==> config.mk <==
export PLATFORM = sky130hd
export DESIGN_NAME = mem_resp_stage
export DESIGN_NICKNAME = d
export VERILOG_FILES = /design/src/rtl/mem_pkg.sv /design/src/rtl/mem_load_align.sv /design/src/rtl/mem_resp_stage.sv
export SDC_FILE = /design/constraint.sdc
export NUM_CORES = 1
export LEC_CHECK = 0
export BUFFER_PORTS_ARGS = -buffer_cell sky130_fd_sc_hd__buf_2
export CELL_PAD_IN_SITES_DETAIL_PLACEMENT = 1
export CELL_PAD_IN_SITES_GLOBAL_PLACEMENT = 2
export CORE_UTILIZATION = 40
export CTS_CLUSTER_DIAMETER = 80
export DETAILED_ROUTE_END_ITERATION = 16
export PLACE_DENSITY = 0.82
export SETUP_SLACK_MARGIN = 0.15
export SYNTH_ARGS = -nofsm -noshare
export SYNTH_HDL_FRONTEND = slang
export SYNTH_SLANG_ARGS = --single-unit
export TNS_END_PERCENT = 100
==> constraint.sdc <==
create_clock -name clk -period 17.4 [get_ports clk]
set_clock_uncertainty 0.05 [all_clocks]
set_input_delay 3.48 -clock clk [delete_from_list [all_inputs] [get_ports clk]]
set_output_delay 3.48 -clock clk [all_outputs]
set_load 0.01 [all_outputs]
==> src/rtl/mem_pkg.sv <==
// mem_pkg: shared size codes, queue entry control record and clog2 helper for the memory response stage.
package mem_pkg;
  typedef enum logic [1:0] {SZ_B, SZ_H, SZ_W, SZ_D} size_e;
  typedef struct packed {
    logic  valid;
    logic  pending;
    logic  got;
    logic  load;
    size_e size;
    logic  uns;
    logic  ex;
  } ent_ctl_t;
  function automatic int clog2(input int v);
    int r;
    r = 0;
    while ((1 << r) < v) r++;
    return r;
  endfunction
endpackage

==> src/rtl/mem_load_align.sv <==
// mem_load_align: selects the addressed lane of a load response and sign/zero-extends it.
module mem_load_align import mem_pkg::*; #(
  parameter int DATA_W = 32,
  parameter int OFF_W  = clog2(DATA_W/8)
) (
  input  logic [DATA_W-1:0] i_rdata,
  input  logic [1:0]        i_size,
  input  logic              i_uns,
  input  logic [OFF_W-1:0]  i_off,
  output logic [DATA_W-1:0] o_result
);
  logic [OFF_W-1:0]  w_al;
  logic [DATA_W-1:0] w_sh, w_mask;
  logic              w_neg;
  // lane = off >> size, so the byte offset of the lane is off with its low size bits cleared
  assign w_al     = i_off & ~((OFF_W'(1) << i_size) - OFF_W'(1));
  assign w_sh     = i_rdata >> {w_al, 3'b000};
  assign w_mask   = ~({DATA_W{1'b1}} << (7'd8 << i_size));
  assign w_neg    = !i_uns && |(w_sh & (w_mask ^ (w_mask >> 1)));
  assign o_result = w_neg ? (w_sh | ~w_mask) : (w_sh & w_mask);
endmodule

==> src/rtl/mem_resp_stage.sv <==
// mem_resp_stage: in-order queue of in-flight memory instructions; matches data_ok to the oldest
// waiting access, drops responses of flushed requests, and hands completed results to WB.
module mem_resp_stage import mem_pkg::*; #(
  parameter int DATA_W = 32,
  parameter int SIDE_W = 160,
  parameter int DEPTH  = 2
) (
  input  logic                           clk,
  input  logic                           reset,
  input  logic                           exec_flush,
  input  logic                           in_valid,
  output logic                           in_allowin,
  input  logic                           in_mem_req,
  input  logic                           in_is_load,
  input  logic [1:0]                     in_size,
  input  logic                           in_unsigned,
  input  logic [clog2(DATA_W/8)-1:0]     in_addr_lo,
  input  logic                           in_ex,
  input  logic [DATA_W-1:0]              in_alu_result,
  input  logic [SIDE_W-1:0]              in_side,
  input  logic [DATA_W-1:0]              data_sram_rdata,
  input  logic                           data_sram_data_ok,
  output logic                           out_valid,
  input  logic                           wb_allowin,
  output logic [DATA_W-1:0]              out_result,
  output logic [SIDE_W-1:0]              out_side,
  output logic                           out_ex,
  output logic                           stage_valid
);
  localparam int OFF_W = clog2(DATA_W/8);
  localparam int CNT_W = clog2(DEPTH+1);
  localparam int PTR_W = clog2(DEPTH);
  ent_ctl_t          r_ctl   [DEPTH];
  logic [OFF_W-1:0]  r_off   [DEPTH];
  logic [DATA_W-1:0] r_alu   [DEPTH];
  logic [DATA_W-1:0] r_rdata [DEPTH];
  logic [SIDE_W-1:0] r_side  [DEPTH];
  logic [PTR_W-1:0]  r_head, r_tail, w_tgt;
  logic [CNT_W-1:0]  r_count, r_discard, w_outst, w_dnext;
  logic [CNT_W:0]    w_dsum;
  logic              w_found, w_drop, w_hit, w_byp, w_pop, w_push;
  logic [DATA_W-1:0] w_rd, w_ld;
  ent_ctl_t          w_h;
  // walk from the head so the first waiting access found is the oldest
  always_comb begin
    w_found = 1'b0;
    w_tgt   = r_head;
    w_outst = '0;
    for (int i = 0; i < DEPTH; i++) begin
      if (r_ctl[r_head + PTR_W'(i)].valid && r_ctl[r_head + PTR_W'(i)].pending && !r_ctl[r_head + PTR_W'(i)].got) begin
        if (!w_found) w_tgt = r_head + PTR_W'(i);
        w_found = 1'b1;
        w_outst = w_outst + CNT_W'(1);
      end
    end
  end
  assign w_drop      = data_sram_data_ok && (r_discard != '0);
  assign w_hit       = data_sram_data_ok && !w_drop && w_found;
  assign w_byp       = w_hit && (w_tgt == r_head);
  assign w_h         = r_ctl[r_head];
  assign out_valid   = w_h.valid && (!w_h.pending || w_h.got || w_byp);
  assign w_rd        = w_byp ? data_sram_rdata : r_rdata[r_head];
  assign out_result  = (w_h.load && !w_h.ex) ? w_ld : r_alu[r_head];
  assign out_side    = r_side[r_head];
  assign out_ex      = w_h.ex;
  assign stage_valid = r_count != '0;
  assign w_pop       = out_valid && wb_allowin;
  assign in_allowin  = (r_count < CNT_W'(DEPTH)) || w_pop;
  assign w_push      = in_valid && in_allowin && !exec_flush;
  // requests cancelled by a flush still answer later; a response matched this cycle is not one of them
  assign w_dsum  = {1'b0, r_discard} + {1'b0, w_outst} - (CNT_W+1)'(w_drop) - (CNT_W+1)'(w_hit);
  assign w_dnext = !exec_flush ? r_discard - CNT_W'(w_drop) :
                   (w_dsum > (CNT_W+1)'(DEPTH)) ? CNT_W'(DEPTH) : w_dsum[CNT_W-1:0];
  mem_load_align #(.DATA_W(DATA_W), .OFF_W(OFF_W)) u_align (
    .i_rdata (w_rd),
    .i_size  (w_h.size),
    .i_uns   (w_h.uns),
    .i_off   (r_off[r_head]),
    .o_result(w_ld)
  );
  always_ff @(posedge clk or posedge reset) begin
    if (reset) begin
      r_head    <= '0;
      r_tail    <= '0;
      r_count   <= '0;
      r_discard <= '0;
      for (int i = 0; i < DEPTH; i++) r_ctl[i] <= '0;
    end else begin
      r_discard <= w_dnext;
      if (exec_flush) begin
        r_head  <= '0;
        r_tail  <= '0;
        r_count <= '0;
        for (int i = 0; i < DEPTH; i++) r_ctl[i].valid <= 1'b0;
      end else begin
        if (w_hit) r_ctl[w_tgt].got <= 1'b1;
        if (w_pop) begin
          r_ctl[r_head].valid <= 1'b0;
          r_head              <= r_head + PTR_W'(1);
        end
        if (w_push) begin
          r_ctl[r_tail] <= '{valid: 1'b1, pending: in_mem_req && !in_ex, got: 1'b0, load: in_is_load,
                             size: size_e'(in_size), uns: in_unsigned, ex: in_ex};
          r_tail        <= r_tail + PTR_W'(1);
        end
        r_count <= r_count + CNT_W'(w_push) - CNT_W'(w_pop);
      end
    end
  end
  always_ff @(posedge clk) begin
    if (w_hit) r_rdata[w_tgt] <= data_sram_rdata;
    if (w_push) begin
      r_off[r_tail]  <= in_addr_lo;
      r_alu[r_tail]  <= in_alu_result;
      r_side[r_tail] <= in_side;
    end
  end
endmodule

# Yosys cells after proc, flatten, opt, wreduce, memory -nomap -nowiden
# Memory sizes are Yosys's and may differ from the RTL's.
# Cells that the tools add are included.
# W data, S select, Z words.
# word_totals
reg_bits	22
latch_bits	0
mem_bits_rw	452
romBits	0
in_bits	238
elab_cells	134
n_memories	4
# classes
n_addsub	10
n_mul	0
div_mod_pow	0
magnitude_cmp	9
eq_ne	1
shift	4
n_mux	42
n_bitwise	12
n_reduce_logical	34
# memory_table
memory	words	word_bits	read_ports	rd_ports_with_merged_regs	wr	line	source
r_side	2	160	1	0	1	mem_resp_stage.sv:37	logic [SIDE_W-1:0] r_side [DEPTH];
r_alu	2	32	1	0	1	mem_resp_stage.sv:35	logic [DATA_W-1:0] r_alu [DEPTH];
r_rdata	2	32	1	0	1	mem_resp_stage.sv:36	logic [DATA_W-1:0] r_rdata [DEPTH];
r_off	2	2	1	0	1	mem_resp_stage.sv:34	logic [OFF_W-1:0] r_off [DEPTH];
# op_table
op	n
$mux W32	3
$mux W16	5
$and A32 B32 Y32	2
$mux W8	8
$not A32 Y32	2
$bwmux W16	3
$or A32 B32 Y32	1
$reduce_or A32 Y1	1
$shl A32 B7 Y32 const A	1
$shr A32 B5 Y32	1
$xor A32 B31 Y32	1
$demux W8 S1	3
$logic_and A1 B1 Y1	18
$mux W1	15
$ge A2 B2 Y1 const B	4
$logic_not A1 Y1	8
$mux W2	4
$not A1 Y2	4
$reduce_bool A2 Y1	4
$shl A4 B2 Y7 const A	1
$lt A2 B1 Y1 const B	3
$mux W6	1
$sub A3 B1 Y3	2
$sub A2 B1 Y2	2
12 further kinds	15

# Longest topological paths before layout
# Gate-level depths: netlist of run 1.
# depth
ltp_word	23
depth_mapped	22
depth_no_buf	16

# Cells and area by module
# Synthesis of run 1 repeated with hierarchy kept, for this count alone.
# hier_totals
hier_cells	1036
hier_area_um2	18965.7
# by_module_without_submodules
mod	instances	cells_per_inst	area_each_um2	seq_area_each_um2
mem_resp_stage	1	936	18305.1	14123.5
mem_load_align	1	100	660.6	0.0

# Least setup slack after synthesis of run 1
# OpenSTA, ideal clock, no wires.
# synth_timing
path_kind	input -> register
start	input port data_sram_data_ok
end	register r_ctl[10] in the netlist's numbering
setup_time_ns	0.088
arrival_ns	9.834
path_slack_ns	7.428
path_stages	6
n_path_buf	0
cell_sequence	nor4b_4 > o311ai_0 > a21boi_2 > o21ai_1 > nor3_4 > mux2_2
# synth_between
elab_chain_len	12
word_cells_on_any_way	18
cone_classes	7 x mux; 11 x reduce/logical
# synth_rtl
item	line	source
start, declared	mem_resp_stage.sv:22	input logic data_sram_data_ok,
$logic_and A1 B1 Y1	mem_resp_stage.sv:57	assign w_drop = data_sram_data_ok && (r_discard != '0);
$logic_not A1 Y1	mem_resp_stage.sv:58	assign w_hit = data_sram_data_ok && !w_drop && w_found;
$logic_and A1 B1 Y1 * (2 in a row)	mem_resp_stage.sv:58	
parallel branches: the longest is 7 deep, another holds $mux W16	--	
$mux W16 *	mem_resp_stage.sv:101	if (w_push) begin
end signal, assigned by index	mem_resp_stage.sv:102	r_ctl[r_tail] <= '{valid: 1'b1, pending: in_mem_req && !in_ex, got: 1'b0, load: in_is_load,
end, declared	mem_resp_stage.sv:33	ent_ctl_t r_ctl [DEPTH];
# Mark *: on every way between the ends. The select of a mux whose other input is x is not followed.
# A chain may end at the register's enable or synchronous reset.

# Worst setup path in the final report of run 1
# layout_timing
start	input port data_sram_data_ok
end	output port out_result[4]
# layout_between
elab_chain_len	12
word_cells_on_any_way	14
cone_classes	1 x shift; 3 x mux; 3 x bitwise; 7 x reduce/logical
# layout_rtl
item	line	source
$logic_and A1 B1 Y1	mem_resp_stage.sv:57	
$logic_not A1 Y1	mem_resp_stage.sv:58	
$logic_and A1 B1 Y1 * (2 in a row)	mem_resp_stage.sv:58	
$logic_and A1 B1 Y1 *	mem_resp_stage.sv:59	assign w_byp = w_hit && (w_tgt == r_head);
$mux W32 *	mem_resp_stage.sv:62	assign w_rd = w_byp ? data_sram_rdata : r_rdata[r_head];
$shr A32 B5 Y32 *	mem_load_align.sv:17	assign w_sh = i_rdata >> {w_al, 3'b000};
$and A32 B32 Y32	mem_load_align.sv:19	assign w_neg = !i_uns && |(w_sh & (w_mask ^ (w_mask >> 1)));
$reduce_or A32 Y1	mem_load_align.sv:19	
$logic_and A1 B1 Y1	mem_load_align.sv:19	
$mux W32 *	mem_load_align.sv:20	assign o_result = w_neg ? (w_sh | ~w_mask) : (w_sh & w_mask);
$mux W32 *	mem_resp_stage.sv:63	assign out_result = (w_h.load && !w_h.ex) ? w_ld : r_alu[r_head];
end, declared	mem_resp_stage.sv:25	output logic [DATA_W-1:0] out_result,
# Every way passes the cells marked *; elsewhere a longest branch is shown, timed or not.

==> results of run 1 <==
-- flip-flops by register name, summed over array words and instances, names as in the netlist --
name and cells:
r_alu 64, r_count 2, r_ctl 16, r_discard 2, r_head 1, r_off 4, r_rdata 64, r_side 320
r_tail 1
-- routing by layer --
layer	routed length, microns	share of wire	vias to the layer above	global-route usage
li1	-	-	5123	-
met1	19000	0.38	5622	0.240
met2	25600	0.51	410	0.350
met3	4240	0.085	84	0.0694
met4	1230	0.024	14	0.0662
met5	95	0.0019	-	0
-- cell usage in the layout, fill, tap and decap left out, types with 3 or more instances in the layout --
cell type / synthesis / final
edfxtp_1: 452 / 452
buf_2: 27 / 433
mux2_2: 182 / 182
clkbuf_16: 0 / 53
mux2i_1: 48 / 48
a21oi_1: 40 / 40
nand2_1: 31 / 31
nor2_1: 25 / 23
clkbuf_1: 20 / 21
dfrtp_1: 22 / 21
o21ai_0: 18 / 18
nor3_1: 18 / 18
buf_4: 4 / 18
a211oi_1: 17 / 17
inv_1: 16 / 16
o2111ai_1: 14 / 14
o211ai_1: 12 / 12
nand3_1: 10 / 10
nor2b_1: 10 / 10
diode_2: 0 / 7
ha_1: 7 / 7
o31ai_1: 6 / 6
or3_1: 5 / 5
o221ai_1: 5 / 5
a221oi_1: 5 / 5
clkinv_1: 0 / 5
clkinv_2: 0 / 5
xor2_1: 4 / 4
o221a_2: 4 / 4
nor4_1: 4 / 4
bufinv_16: 0 / 4
o21ai_1: 3 / 3
or2_2: 3 / 3
a31o_2: 3 / 3
o311ai_0: 3 / 3
fa_1: 3 / 3
-- metrics by stage --
stage                     utilization  setup WS (ns)  area [sq um]  instances  hold WS (ns)
after floorplan                     -           7.43         18900       1062         0.431
after global placement          0.466           7.78         21700       2064         0.444
after detailed placement        0.466           7.74         21700       2064         0.455
after CTS                       0.501           7.75         23300       2157         0.470
after global routing            0.502           7.54         23400       2162         0.498
final                           0.502           7.67         23400       2164         0.468
-- layout make-up --
cell class,instances,share of cell area
Sequential cell,474,0.605
Multi-Input combinational cell,515,0.191
Timing Repair Buffer,451,0.0986
Clock buffer,76,0.0613
Tap cell,607,0.0325
Clock inverter,17,0.00857
Inverter,17,0.00273
Antenna cell,7,0.000750
-- cell usage after synthesis, drive strengths merged (3+ instances only) --
cell type,count,share of area
o21ai,21,0.0056
a211oi,19,0.0081
inv,17,0.0034
nor4,4,0.0013
o221a,4,0.0024
dfrtp,22,0.029
ha,7,0.0046
or2,3,0.00099
nor3,20,0.0062
a31o,3,0.0014
nand2,31,0.0062
nor2,25,0.0050
mux2i,48,0.025
o311ai,3,0.0014
nand3,10,0.0026
o31ai,7,0.0030
mux2,182,0.11
nor2b,10,0.0033
o221ai,5,0.0023
clkbuf,20,0.0040
a221oi,5,0.0023
fa,3,0.0032
o211ai,12,0.0048
buf,36,0.011
edfxtp,452,0.72
or3,5,0.0017
a21oi,40,0.011
a31oi,3,0.00099
xor2,4,0.0019
o2111ai,14,0.0065
-- worst max path at each step --
stage	startpoint	endpoint	slack [ns]
floorplan	data_sram_data_ok	r_ctl[10]	7.43
global placement	data_sram_data_ok	out_result[3]	7.78
detailed placement	data_sram_data_ok	out_result[18]	7.74
CTS	data_sram_data_ok	out_result[18]	7.75
global route	data_sram_data_ok	out_result[3]	7.54
finish	data_sram_data_ok	out_result[4]	7.67
-- power groups by stage --
| stage | Clock, mW | Combinational [mW] | Sequential, mW |
|---|---|---|---|
| finish | 1.06 | 0.700 | 1.41 |
| global route | 1.12 | 0.757 | 1.42 |
| CTS | 1.09 | 0.707 | 1.41 |
| detailed placement | 0 | 0.701 | 1.43 |
| global placement | 0 | 0.689 | 1.42 |
| floorplan | 0 | 0.431 | 1.42 |
-- cells by family after synthesis --
kind of cell,after synthesis,synth area share
xor+xnor,6,0.00278
flops,474,0.747
compound gates,149,0.0569
simple gates,120,0.0329
buf+inv,73,0.0183
fa+ha+maj,10,0.00781
mux,230,0.134
==> flow_summary.json, run 1 <==
{
  "power.internal_mw": 2.27,
  "drv_slew": 0,
  "critPathBufInv": 3,
  "track_usage": 0.205,
  "path_class": "input pin to primary output",
  "drc": 0,
  "cts_hold_buf": 0,
  "cp.arrival_ns": 6.20,
  "cp_max_fo": 36,
  "fin_crit_ns": 9.73,
  "ys_seq_area_frac": 0.747,
  "setup-violations-final": 0,
  "cts_root_buf": "clkbuf_16",
  "required_ns": 13.87,
  "ir_drop_uv": 87.2,
  "globalRouteOverflowTotal": 0,
  "maxCapViolations": 0,
  "area_delta_synth_final_pct": 23.6,
  "grt_max_degree": 79,
  "seqCellArea_sq_um": 14100,
  "status": "complete, no violations",
  "num_rows": 79,
  "worst-path-stages": 9,
  "netlist_area_sq_um": 18900,
  "drt-initial-drc-count": 624,
  "cp_slowest_cell": "or2_2",
  "post-cts-setup-buffers": 0,
  "tightest_slew_ns": 1.15,
  "die_w_microns": 219,
  "cts_tree": "done",
  "detail-route-antenna-nets": 0,
  "rrSetupSlack_ns": 11.75,
  "pwr-share-clk": 0.335,
  "p_seq_frac": 0.444,
  "yosys.cell_types.count": 60,
  "hold_path_class": "flip-flop to flip-flop",
  "grt_first_pass_wirelength_microns": 73400,
  "pwr-share-comb": 0.221,
  "ys.flop_type": "edfxtp_1",
  "syn_nets": 1310,
  "clk_pin_slew_worst_paths_ns": 0.06,
  "reg2reg_depth": 11,
  "cts-htree-levels": 2,
  "nNetsFinal": 1758,
  "synth_edf_count": 452,
  "place_congestion": 0.828,
  "power_switching_uw": 897,
  "worstHoldPathCells": 1,
  "hold_start": "r_ctl[9]",
  "die_h_microns": 219,
  "fill_cells": 4535,
  "drive_gt1_frac": 0.468,
  "hold-path-endpoint": "r_ctl[9]",
  "crit_path_max_incr_delay_ns": 0.58,
  "r2r-end": "r_side[0][58]",
  "drt-total-wl_microns": 50100,
  "max_freq_mhz": 103,
  "syn_avg_cell_area_sq_um": 17.8,
  "grt_pass1_vias": 12000,
  "cts_buffers": 51,
  "wl_per_cell_microns": 23.2,
  "tns_ns": 0,
  "core-area_sq_um": 46600,
  "clkLatencyLatePin_ns": 0.57,
  "hold_violations": 0,
  "cts_resized": 0,
  "syn_inst": 1062,
  "power_mw": 3.17,
  "die_area_sq_um": 48100,
  "slew_headroom": 0.235,
  "vias": 11300,
  "rr_startpoint": "r_ctl[13]",
  "port_buffers": 433,
  "p_per_area_nw_per_um2": 136,
  "cp_top_family": "compound AO/OA/AOI/OAI gates",
  "rsz0062_at_grt": "no",
  "end_kind": "primary output",
  "hpwl_microns": 34200,
  "multi_input_area_sq_um": 4450,
  "post-route-period-util": 0.559,
  "yosys_warnings": 0,
  "clkSinkCount": 474,
  "max-clock-path-buffers": 3,
  "synth-seq-cells": 474,
  "cp-start-kind": "input pin",
  "ios": 434,
  "grt_antenna_before_repair": 16,
  "viasPerCell": 5.20,
  "start_util": 0.406,
  "async_flop_share": 0.0464,
  "p_sw_frac": 0.283,
  "p_leak_nw": 8.46,
  "cp_cell_sequence": "buf_2 -> nor4b_4 -> o31ai_2 -> buf_4 -> or2_2 -> a21oi_1 -> a21oi_1 -> a221oi_1 -> buf_2",
  "drt_pre_antenna_iters": 7
}
(Power assumes the default switching activity.)
==> inputs of run 2 (changes only) <==
--- a/config.mk
+++ b/config.mk
@@ -8,10 +8,10 @@
 export BUFFER_PORTS_ARGS = -buffer_cell sky130_fd_sc_hd__buf_2
 export CELL_PAD_IN_SITES_DETAIL_PLACEMENT = 1
 export CELL_PAD_IN_SITES_GLOBAL_PLACEMENT = 2
-export CORE_UTILIZATION = 40
+export CORE_UTILIZATION = 35
 export CTS_CLUSTER_DIAMETER = 80
 export DETAILED_ROUTE_END_ITERATION = 16
-export PLACE_DENSITY = 0.82
+export PLACE_DENSITY = 0.76
 export SETUP_SLACK_MARGIN = 0.15
 export SYNTH_ARGS = -nofsm -noshare
 export SYNTH_HDL_FRONTEND = slang
==> constraint.sdc (replaced) <==
create_clock -name clk -period 8.5 [get_ports clk]
set_clock_uncertainty 0.05 [all_clocks]
set_input_delay 1.7 -clock clk [delete_from_list [all_inputs] [get_ports clk]]
set_output_delay 1.7 -clock clk [all_outputs]
set_load 0.01 [all_outputs]
==> flow_summary.json, run 2 (same netlist as run 1, synthesis figures left out) <==
{
  "critPathLaunch": "r_head",
  "post-route-period-util": 0.798,
  "cp_cell_sequence": "nand2_1 -> o21ai_1 -> inv_1 -> ha_1 -> nor4b_4 -> inv_2 -> or3_1 -> o21ai_1 -> nor3_1 -> o21ai_2 -> o2111ai_1 -> buf_2",
  "die_area_sq_um": 54900,
  "largest_reg_flops": 320,
  "die_h_microns": 234,
  "post_dp_cell_area_sq_um": 21800,
  "drt-initial-drc-count": 615,
  "post-cts-setup-buffers": 0,
  "crit_path_max_incr_delay_ns": 1.01,
  "setup-violations-final": 0,
  "fill_cells": 5341,
  "cts_buffers": 53,
  "grt_antenna_before_repair": 16,
  "pwr-share-clk": 0.338,
  "cts_root_buf": "clkbuf_16",
  "max_freq_mhz": 148,
  "fin_crit_ns": 6.78,
  "p_sw_frac": 0.288,
  "viasPerCell": 4.99,
  "reg_top3": "r_side x320, r_alu x64, r_rdata x64",
  "cts_resized": 0,
  "tightest_slew_ns": 1.17,
  "p_seq_frac": 0.441,
  "power.internal_mw": 4.66,
  "hold-path-endpoint": "r_ctl[1]",
  "hold_path_class": "flip-flop to flip-flop",
  "drc": 0,
  "port_buffers": 433,
  "drt_pre_antenna_iters": 6,
  "cts_hold_buf": 0,
  "ir_drop_uv": 193,
  "power_switching_mw": 1.88,
  "worstHoldPathCells": 1,
  "core-area_sq_um": 53000,
  "hpwl_microns": 35100,
  "nNetsFinal": 1756,
  "final_cell_mix": "edfxtp_1, buf_2, mux2_2",
  "tns_ns": 0,
  "pwr-share-comb": 0.220,
  "p_per_area_nw_per_um2": 278,
  "cp_max_fo": 65,
  "wl_per_cell_microns": 22.5,
  "grt_max_degree": 158,
  "clkLatencyLatePin_ns": 0.57,
  "cts_tree": "done",
  "required_ns": 6.75,
  "cts-htree-levels": 2,
  "rr_startpoint": "r_head",
  "rrSetupSlack_ns": 3.32,
  "die_w_microns": 234,
  "drv_slew": 0,
  "crit_top_cell": "o21ai_1",
  "start_util": 0.357,
  "p_leak_nw": 8.48,
  "cp_slowest_cell": "dfrtp_4",
  "end_kind": "primary output",
  "maxCapViolations": 0,
  "rsz0062_at_grt": "no",
  "r2r-end": "r_alu[0][13]",
  "globalRouteOverflowTotal": 0,
  "place_congestion": 0.818,
  "clk_pin_slew_worst_paths_ns": 0.06,
  "final_common_cell": "edfxtp_1",
  "area_delta_synth_final_pct": 24.4,
  "drive_gt1_frac": 0.474,
  "track_usage": 0.181,
  "grt_pass1_vias": 12100,
  "path_class": "flip-flop to primary output",
  "cp-start-kind": "flip-flop",
  "hold_start": "r_ctl[1]",
  "vias": 11200,
  "status": "complete, no violations",
  "multi_input_area_sq_um": 4460,
  "seqCellArea_sq_um": 14100,
  "final_area_sq_um": 23500,
  "clkSinkCount": 474,
  "num_rows": 84,
  "drt-total-wl_microns": 50600,
  "top_register": "r_side",
  "ios": 434,
  "detail-route-antenna-nets": 0,
  "slew_headroom": 0.218,
  "max-clock-path-buffers": 3,
  "grt_first_pass_wirelength_microns": 73600,
  "reg2reg_depth": 11,
  "cp.arrival_ns": 5.03,
  "hold_violations": 0
}
## run 2: cell count changes in the layout (fill, tap and decap cells not counted), sizes merged
cell,previous run,this run
clkbuf,76,61
clkinv,10,25
buf,451,447
clkinvlp,1,3
inv,19,21
bufinv,4,5
## run 2: layer usage
metal  vias up  track usage  part of all wire
met4        20       0.0595             0.020
met3        90       0.0581             0.081
met5         -            0            0.0024
met1      5621        0.211              0.38
met2       358        0.314              0.52
li1       5119            -                 -
## run 2: through the flow
stage	setup slack, ns	hold WS [ns]	power [mW]	instances	utilization
3_5_place_dp	2.15	0.447	4.38	2141	0.412
4_1_cts	1.63	0.464	6.62	2239	0.444
5_1_grt	1.37	0.492	6.82	2243	0.444
3_3_place_gp	2.18	0.442	4.35	2141	0.412
2_1_floorplan	0.167	0.431	3.78	1062	-
6_report	1.72	0.459	6.54	2246	0.444
## run 2: worst max path at each step
| stage | end | slack, ns | cells after the start |
|---|---|---|---|
| global placement | out_result[22] | 2.18 | 9 |
| finish | out_result[18] | 1.72 | 12 |
| global route | out_result[16] | 1.37 | 12 |
| detailed placement | out_result[16] | 2.15 | 9 |
| CTS | out_result[16] | 1.63 | 12 |
| floorplan | r_ctl[10] | 0.17 | 16 |
## run 2: final cells by class
type | instances | share of cell area
diodes | 7 | 0.000745
inverters | 17 | 0.00271
multi-input cells | 515 | 0.190
clock inverters | 37 | 0.0139
repair buffers | 447 | 0.0977
flip-flops and latches | 474 | 0.601
clock buffers | 61 | 0.0577
well taps | 688 | 0.0366
## run 2: power by group through the flow
stage / Combinational (mW) / Sequential (mW) / Clock (mW)
after floorplan: 0.885 / 2.90 / 0
after global routing: 1.56 / 2.91 / 2.35
after global placement: 1.43 / 2.92 / 0
final: 1.44 / 2.88 / 2.21
after detailed placement: 1.45 / 2.93 / 0
after CTS: 1.46 / 2.89 / 2.28
## run 2: critical path, delay by kind of cell (launching register included)
kind	cells	cell delay, ns
compound gates	4	1.54
fa+ha+maj	1	0.22
buf+inv	3	0.58
flops	1	1.01
simple gates	4	1.06
